## src/rtl/avmm_slave_responder.sv

```systemverilog
// Avalon-MM register responder: ID, write/read counters and 13 R/W registers.
// Reads return after READ_LATENCY cycles, fully pipelined; every accepted write stalls the following cycle.
module avmm_slave_responder #(
    parameter int          READ_LATENCY = 2,
    parameter logic [31:0] ID_VALUE     = 32'h5EC7_0003
) (
    input  logic        clk,
    input  logic        rst,
    input  logic [19:0] avmm_slave_address,
    input  logic        avmm_slave_read,
    input  logic        avmm_slave_write,
    input  logic [31:0] avmm_slave_writedata,
    input  logic [3:0]  avmm_slave_byteenable,
    output logic        avmm_slave_waitrequest,
    output logic [31:0] avmm_slave_readdata,
    output logic        avmm_slave_readdatavalid
);

    logic        accept_wr;
    logic        accept_rd;
    logic        mapped;
    logic [3:0]  reg_sel;
    logic [31:0] rd_mux;
    logic [31:0] wr_count;
    logic [31:0] rd_count;
    logic [31:0] user_reg [3:15];

    logic [READ_LATENCY-1:0] pipe_vld;
    logic [31:0]             pipe_dat [READ_LATENCY];

    // A simultaneous read+write is a write only.
    assign accept_wr = avmm_slave_write & ~avmm_slave_waitrequest;
    assign accept_rd = avmm_slave_read & ~avmm_slave_write & ~avmm_slave_waitrequest;
    assign mapped    = (avmm_slave_address[19:4] == 16'h0);
    assign reg_sel   = avmm_slave_address[3:0];

    always_comb begin
        rd_mux = 32'hDEAD_BEEF;
        if (mapped) begin
            case (reg_sel)
                4'd0:    rd_mux = ID_VALUE;
                4'd1:    rd_mux = wr_count;
                4'd2:    rd_mux = rd_count;
                default: rd_mux = user_reg[reg_sel];
            endcase
        end
    end

    always_ff @(posedge clk or posedge rst) begin
        if (rst) begin
            avmm_slave_waitrequest <= 1'b1;
        end else begin
            avmm_slave_waitrequest <= accept_wr;
        end
    end

    always_ff @(posedge clk or posedge rst) begin
        if (rst) begin
            wr_count <= '0;
            rd_count <= '0;
        end else begin
            if (accept_wr) begin
                wr_count <= wr_count + 32'd1;
            end
            if (accept_rd) begin
                rd_count <= rd_count + 32'd1;
            end
        end
    end

    always_ff @(posedge clk or posedge rst) begin
        if (rst) begin
            for (int i = 3; i <= 15; i++) begin
                user_reg[i] <= '0;
            end
        end else if (accept_wr && mapped && (reg_sel >= 4'd3)) begin
            for (int b = 0; b < 4; b++) begin
                if (avmm_slave_byteenable[b]) begin
                    user_reg[reg_sel][8*b +: 8] <= avmm_slave_writedata[8*b +: 8];
                end
            end
        end
    end

    // Data stages load only alongside a valid, so the last stage holds between responses.
    always_ff @(posedge clk or posedge rst) begin
        if (rst) begin
            pipe_vld <= '0;
            for (int i = 0; i < READ_LATENCY; i++) begin
                pipe_dat[i] <= '0;
            end
        end else begin
            pipe_vld[0] <= accept_rd;
            if (accept_rd) begin
                pipe_dat[0] <= rd_mux;
            end
            for (int i = 1; i < READ_LATENCY; i++) begin
                pipe_vld[i] <= pipe_vld[i-1];
                if (pipe_vld[i-1]) begin
                    pipe_dat[i] <= pipe_dat[i-1];
                end
            end
        end
    end

    assign avmm_slave_readdatavalid = pipe_vld[READ_LATENCY-1];
    assign avmm_slave_readdata      = pipe_dat[READ_LATENCY-1];

endmodule
```

## config.mk

```make
export PLATFORM = sky130hd
export DESIGN_NAME = avmm_slave_responder
export DESIGN_NICKNAME = d
export VERILOG_FILES = /design/src/rtl/avmm_slave_responder.sv
export SDC_FILE = /design/constraint.sdc
export NUM_CORES = 1
export LEC_CHECK = 0
export CORE_ASPECT_RATIO = 0.9
export CORE_MARGIN = 2
export CORE_UTILIZATION = 60
export DETAILED_ROUTE_END_ITERATION = 10
export GPL_ROUTABILITY_DRIVEN = 0
export PLACE_DENSITY = 0.9
export SLEW_MARGIN = 5
export SYNTH_ARGS = -nofsm -noshare
export SYNTH_HDL_FRONTEND = slang
export SYNTH_SLANG_ARGS = --single-unit
```

## constraint.sdc

```tcl
create_clock -name clk -period 29.6 [get_ports clk]
set_input_delay 4.44 -clock clk [delete_from_list [all_inputs] [get_ports clk]]
set_output_delay 4.44 -clock clk [all_outputs]
set_load 0.05 [all_outputs]
```

== Word level (Yosys, flattened, before mapping) ==
Index checks and enable logic that the tools add are counted.
W data, S select, Z words.
Operators by class
  add/subtract/negate cells: 2
  mux-type cells: 24
  bitwise logic cells: 6
  eq/ne operators: 2
  magnitude comparators: 3
  reduce and logical (&&, ||, !) cells: 5
Operators with widths (count)
  $mux W416: 7
  $bwmux W416: 4
  $demux W32 S4: 4
  $bmux W32 S4: 1
  $mux W32: 4
  $pmux W32 S3: 1
  $add A32 B1 Y32 const B: 2
  $mux W24: 1
  $logic_not A16 Y1: 1
  $mux W16: 1
  $mux W8: 1
  $ge A5 B5 Y1 const B: 1
  $lt A5 B1 Y1 const B: 1
  $not A4 Y5: 1
  $eq A4 B1 Y1 const B: 1
  $eq A4 B2 Y1 const B: 1
  $ge A4 B2 Y1 const B: 1
  $logic_not A4 Y1: 1
  $and A1 B1 Y1: 3
  $logic_and A1 B1 Y1: 3
  $not A1 Y1: 2
Word-level totals
  register bits: 547
  output and inout port bits: 34

== Depth between registers and ports, before layout ==
  depth in word-level cells: 16
  gate-level depth with buffers: 9
  depth with buffers taken out: 7

== Worst setup path before layout ==
No wires, ideal clock.
  path kind: input-to-reg
  start point: input avmm_slave_address[0]
  end point: register pipe_dat[34] (netlist name)
  arrival time: 5.967 ns
  required time: 29.471 ns
  setup slack: 23.504 ns
  stages on the path: 6
  library setup time: 0.129 ns
  cell sequence: buf_4 -> buf_2 -> buf_2 -> mux4_2 -> a211oi_1 -> a21oi_1
Between the ends
  cells in the longest elaborated chain, start to end: 6
Ends and longest elaborated chain
  start, declared: RTL line 9  | input logic [19:0] avmm_slave_address,
  $not A4 Y5 (implied by the code): RTL line 44  | default: rd_mux = user_reg[reg_sel];
  $bmux W32 S4: RTL line 44
  $mux W32 (implied by the code) (2 in series): RTL line 44
  $pmux W32 S3 (*): RTL line 40  | case (reg_sel)
  $mux W32 (*): RTL line 39  | if (mapped) begin
  end signal, assigned by index: RTL line 100  | pipe_dat[i] <= pipe_dat[i-1];
  end, declared: RTL line 29  | logic [31:0] pipe_dat [READ_LATENCY];
Mark *: on every way between the ends. The rest lies on a longest branch, timed or not. The select of a mux whose other input is x is not followed.
A chain may end at the register's enable or synchronous reset.

== Worst setup path after layout ==
  start point: input avmm_slave_address[2]
  end point: register user_reg[124] (netlist name)
Between the ends
  cells in the longest elaborated chain, start to end: 13
Ends and longest elaborated chain
  $not A4 Y5 (implied by the code): RTL line 79  | user_reg[reg_sel][8*b +: 8] <= avmm_slave_writedata[8*b +: 8];
  $demux W32 S4: RTL line 79
  $bwmux W416: RTL line 79
  $mux W416: RTL line 78  | if (avmm_slave_byteenable[b]) begin
  $mux W416: RTL line 76  | end else if (accept_wr && mapped && (reg_sel >= 4'd3)) begin
  $bwmux W416: RTL line 79
  $mux W416: RTL line 78
  $mux W416: RTL line 76
  $bwmux W416: RTL line 79
  $mux W416: RTL line 78
  $mux W416: RTL line 76
  $bwmux W416: RTL line 79
  $mux W416: RTL line 78
  end signal, assigned by index: RTL line 79
  end, declared: RTL line 26  | logic [31:0] user_reg [3:15];
Several ways; a longest one is shown, not always the timed one. The select of a mux whose other input is x is not followed.

==> summary.md <==
| Metric | Value |
|---|---|
| R2r worst-path depth | 6 |
| TritonCTS Buffers | 53 |
| Final-report setup violation count | 0 |
| Reg-to-reg startpoint | avmm_slave_waitrequest |
| Die Wd | 221 um |
| Die H | 199 um |
| Max reg flops | 416 |
| Most frequent cells after synthesis | dfrtp_1, mux2_2, mux2i_1 |
| Critical Path End | user_reg[124] |
| Largest cells by area after synthesis | dfrtp_1, mux2_2, mux2i_1 |
| Max stage delay on crit path | 1.14 ns |
| Register-to-register setup slack | 26.58 ns |
| Period utilisation layout | 0.262 |
| Reg2reg end | pipe_dat[48] |
| CP max stage cell | and2_1 |
| Pwr/cell area | 54.4 nW/um^2 |
| Placed instance count | 2336 |
| Sequential share of the synthesized area | 0.541 |
| Total I/O pin count | 94 |
| Layout Skew | 0.0242 ns |
| Critical path buffers and inverters | 1 |
| Vias per cell | 6.59 |
| CTS max path bufs | 3 |
| MaxCap Viol Count | 0 |
| EDFF count, synth | 0 |
| Area share of the largest cell type after synthesis | 0.540 |
| Clock Latency Late Sink | 0.61 ns |
| Hold crit path type | reg -> reg |
| Share of layout cells above drive strength 1 | 0.340 |
| Pin count of the biggest net entering global routing | 181 |
| CTS root buf | clkbuf_16 |
| Clock sink total | 547 |
| # fillers | 2754 |
| Syn. warnings | 0 |
| CP Launch Type | primary input |
| Global-route wire length before repair | 98600 um |
| Vias in the first global route | 16630 |
| Final Hold Fails | 0 |
| Syn_area_per_cell | 13.9 sq um |
| Layout area overhead | 11.1% |
| RSZ-0062 raised after global routing | no |
| Non-Filler Instances | 2434 |
| Critical path launch point | avmm_slave_address[2] |
| Register area | 13700 sq um |
| Initial DRC count | 1938 |
| Post-synth net total | 1877 |
| Core footprint | 41800 sq um |
| Final wirelength | 63600 um |
| Post-DP HPWL | 40700 um |
| Post-DR wirelength/cell | 26.1 um |
| Fmax | 129 MHz |
| Mapped Area | 25300 sq um |
| Hold Buf Count CTS | 0 |
| WP data required | 30.10 ns |
| DRC viols | 0 |
| Synth area leader | dfrtp_1 |
| Worst-Margin Slew | 1.35 ns |
| Crit path max fanout | 21 |
| Post-synth cell types | 50 |
| Reg clk slew, reported paths | 0.07 ns |
| Synth Register Bits | 547 |
| Leak Pwr | 13.7 nW |
| Final Max Tran Viols | 0 |
| Die area | 43900 sq um |
| Crit path cell chain | clkdlybuf4s50_1, and2_1, nand2_1, nor2_4, mux2_2 |
| CP Data Arrival Time | 8.24 ns |
| TNS Setup | 0 ns |
| Multi-input combinational cell area | 10900 sq um |
| Initial Utilization | 0.606 |
| Grt total ovfl | 0 |
| Crit. path cell count | 5 |
| Most numerous cell in the Yosys netlist | dfrtp_1 |
| Rows | 71 |
| CTS resizes | 0 |
| Post-synthesis async set-or-reset flop share | 1.00 |
| Port bufs | 93 |
| Setup bufs post-CTS | 0 |
| Total GRT Usage | 0.298 |
| CTS tree | built |
| TritonRoute pass-1 iters | 6 |
| Slew HR | 0.0980 |
| Initial antenna violation count | 3 |
| Ys flop type | dfrtp_1 |
| Peak VDD IR | 36.9 uV |
| Vias | 16050 |
| Overall power | 0.00153 W |
| Antenna Nets Post-Route | 0 |
| Min Tclk post-route | 7.74 ns |
| CP delay by family, top | simple AND/OR/NAND/NOR gates |
| Crit Path Class | in -> reg |
| # nets final | 1906 |
| Status | complete, no violations |
| Critical Path Sink Type | flip-flop |
| H-tree depth | 2 |
| Syn Inst Count | 1815 |
## how the worst min path moves through the flow
stage | start | end | slack (ns) | cells past startpoint
global route | user_reg[281] | user_reg[281] | 0.50 | 1
detailed placement | user_reg[281] | user_reg[281] | 0.47 | 1
global placement | user_reg[283] | user_reg[283] | 0.46 | 1
finish | user_reg[150] | user_reg[150] | 0.48 | 1
CTS | user_reg[150] | user_reg[150] | 0.48 | 1
floorplan | pipe_vld[0] | pipe_vld[1] | 0.35 | 0
## routing by layer
layer  vias to the layer above  routed length [um]  global-route usage
li1                       6675                   -                   -
met1                      8321               25600               0.416
met2                       851               29000               0.447
met3                       197                6570              0.0821
met4                         6                2310               0.117
met5                         -                  43                   0
## cells by family (layout without fill, tap and decap cells)
group,Yosys count,in the layout,share of synthesized area
flops,547,547,0.541
xor+xnor,62,62,0.0215
compound gates,180,180,0.0479
buf+inv,147,218,0.0305
other cells,0,1,0
simple gates,261,261,0.0733
mux,616,616,0.285
fa+ha+maj,2,2,0.000988
## power breakdown
part / internal (W) / switching [W] / total, W
logic: 0.0000259 / 0.0000573 / 0.0000833
registers: 0.000755 / 0.0000100 / 0.000765
clock network: 0.000393 / 0.000289 / 0.000681
total: 0.00117 / 0.000356 / 0.00153
## area by class of cell
class                   instances  area share
well taps                     547      0.0243
flip-flops and latches        547       0.487
diodes                          1   0.0000890
clock inverters                22     0.00685
repair buffers                114      0.0391
multi-input cells            1121       0.386
clock buffers                  75      0.0555
inverters                       7     0.00120
## cells in the final DEF, fill, tap and decap left out, types with 15 or more instances in the layout
| cell type | count |
|---|---|
| nand3_1 | 33 |
| clkbuf_16 | 55 |
| a21oi_1 | 36 |
| and3_1 | 18 |
| nand2_1 | 41 |
| buf_4 | 20 |
| mux2i_1 | 119 |
| nor2_4 | 15 |
| o22ai_1 | 42 |
| mux2_1 | 31 |
| o21ai_0 | 23 |
| dfrtp_1 | 546 |
| nor2_1 | 51 |
| mux2_2 | 428 |
| clkdlybuf4s50_1 | 91 |
| xnor2_1 | 49 |
| mux4_2 | 38 |
| clkinv_2 | 17 |
| nor2_8 | 27 |
| a22o_1 | 15 |
## stage by stage
| stage | util | worst slack, ns | hold slack (ns) | area, sq um |
|---|---|---|---|---|
| after CTS | 0.674 | 22.06 | 0.485 | 28100 |
| after global placement | 0.632 | 21.53 | 0.463 | 26400 |
| after floorplan | - | 9.87 | 0.352 | 25300 |
| after detailed placement | 0.632 | 21.46 | 0.471 | 26400 |
| final | 0.674 | 21.86 | 0.479 | 28100 |
| after global routing | 0.674 | 21.89 | 0.497 | 28100 |
(Power assumes the default switching activity.)
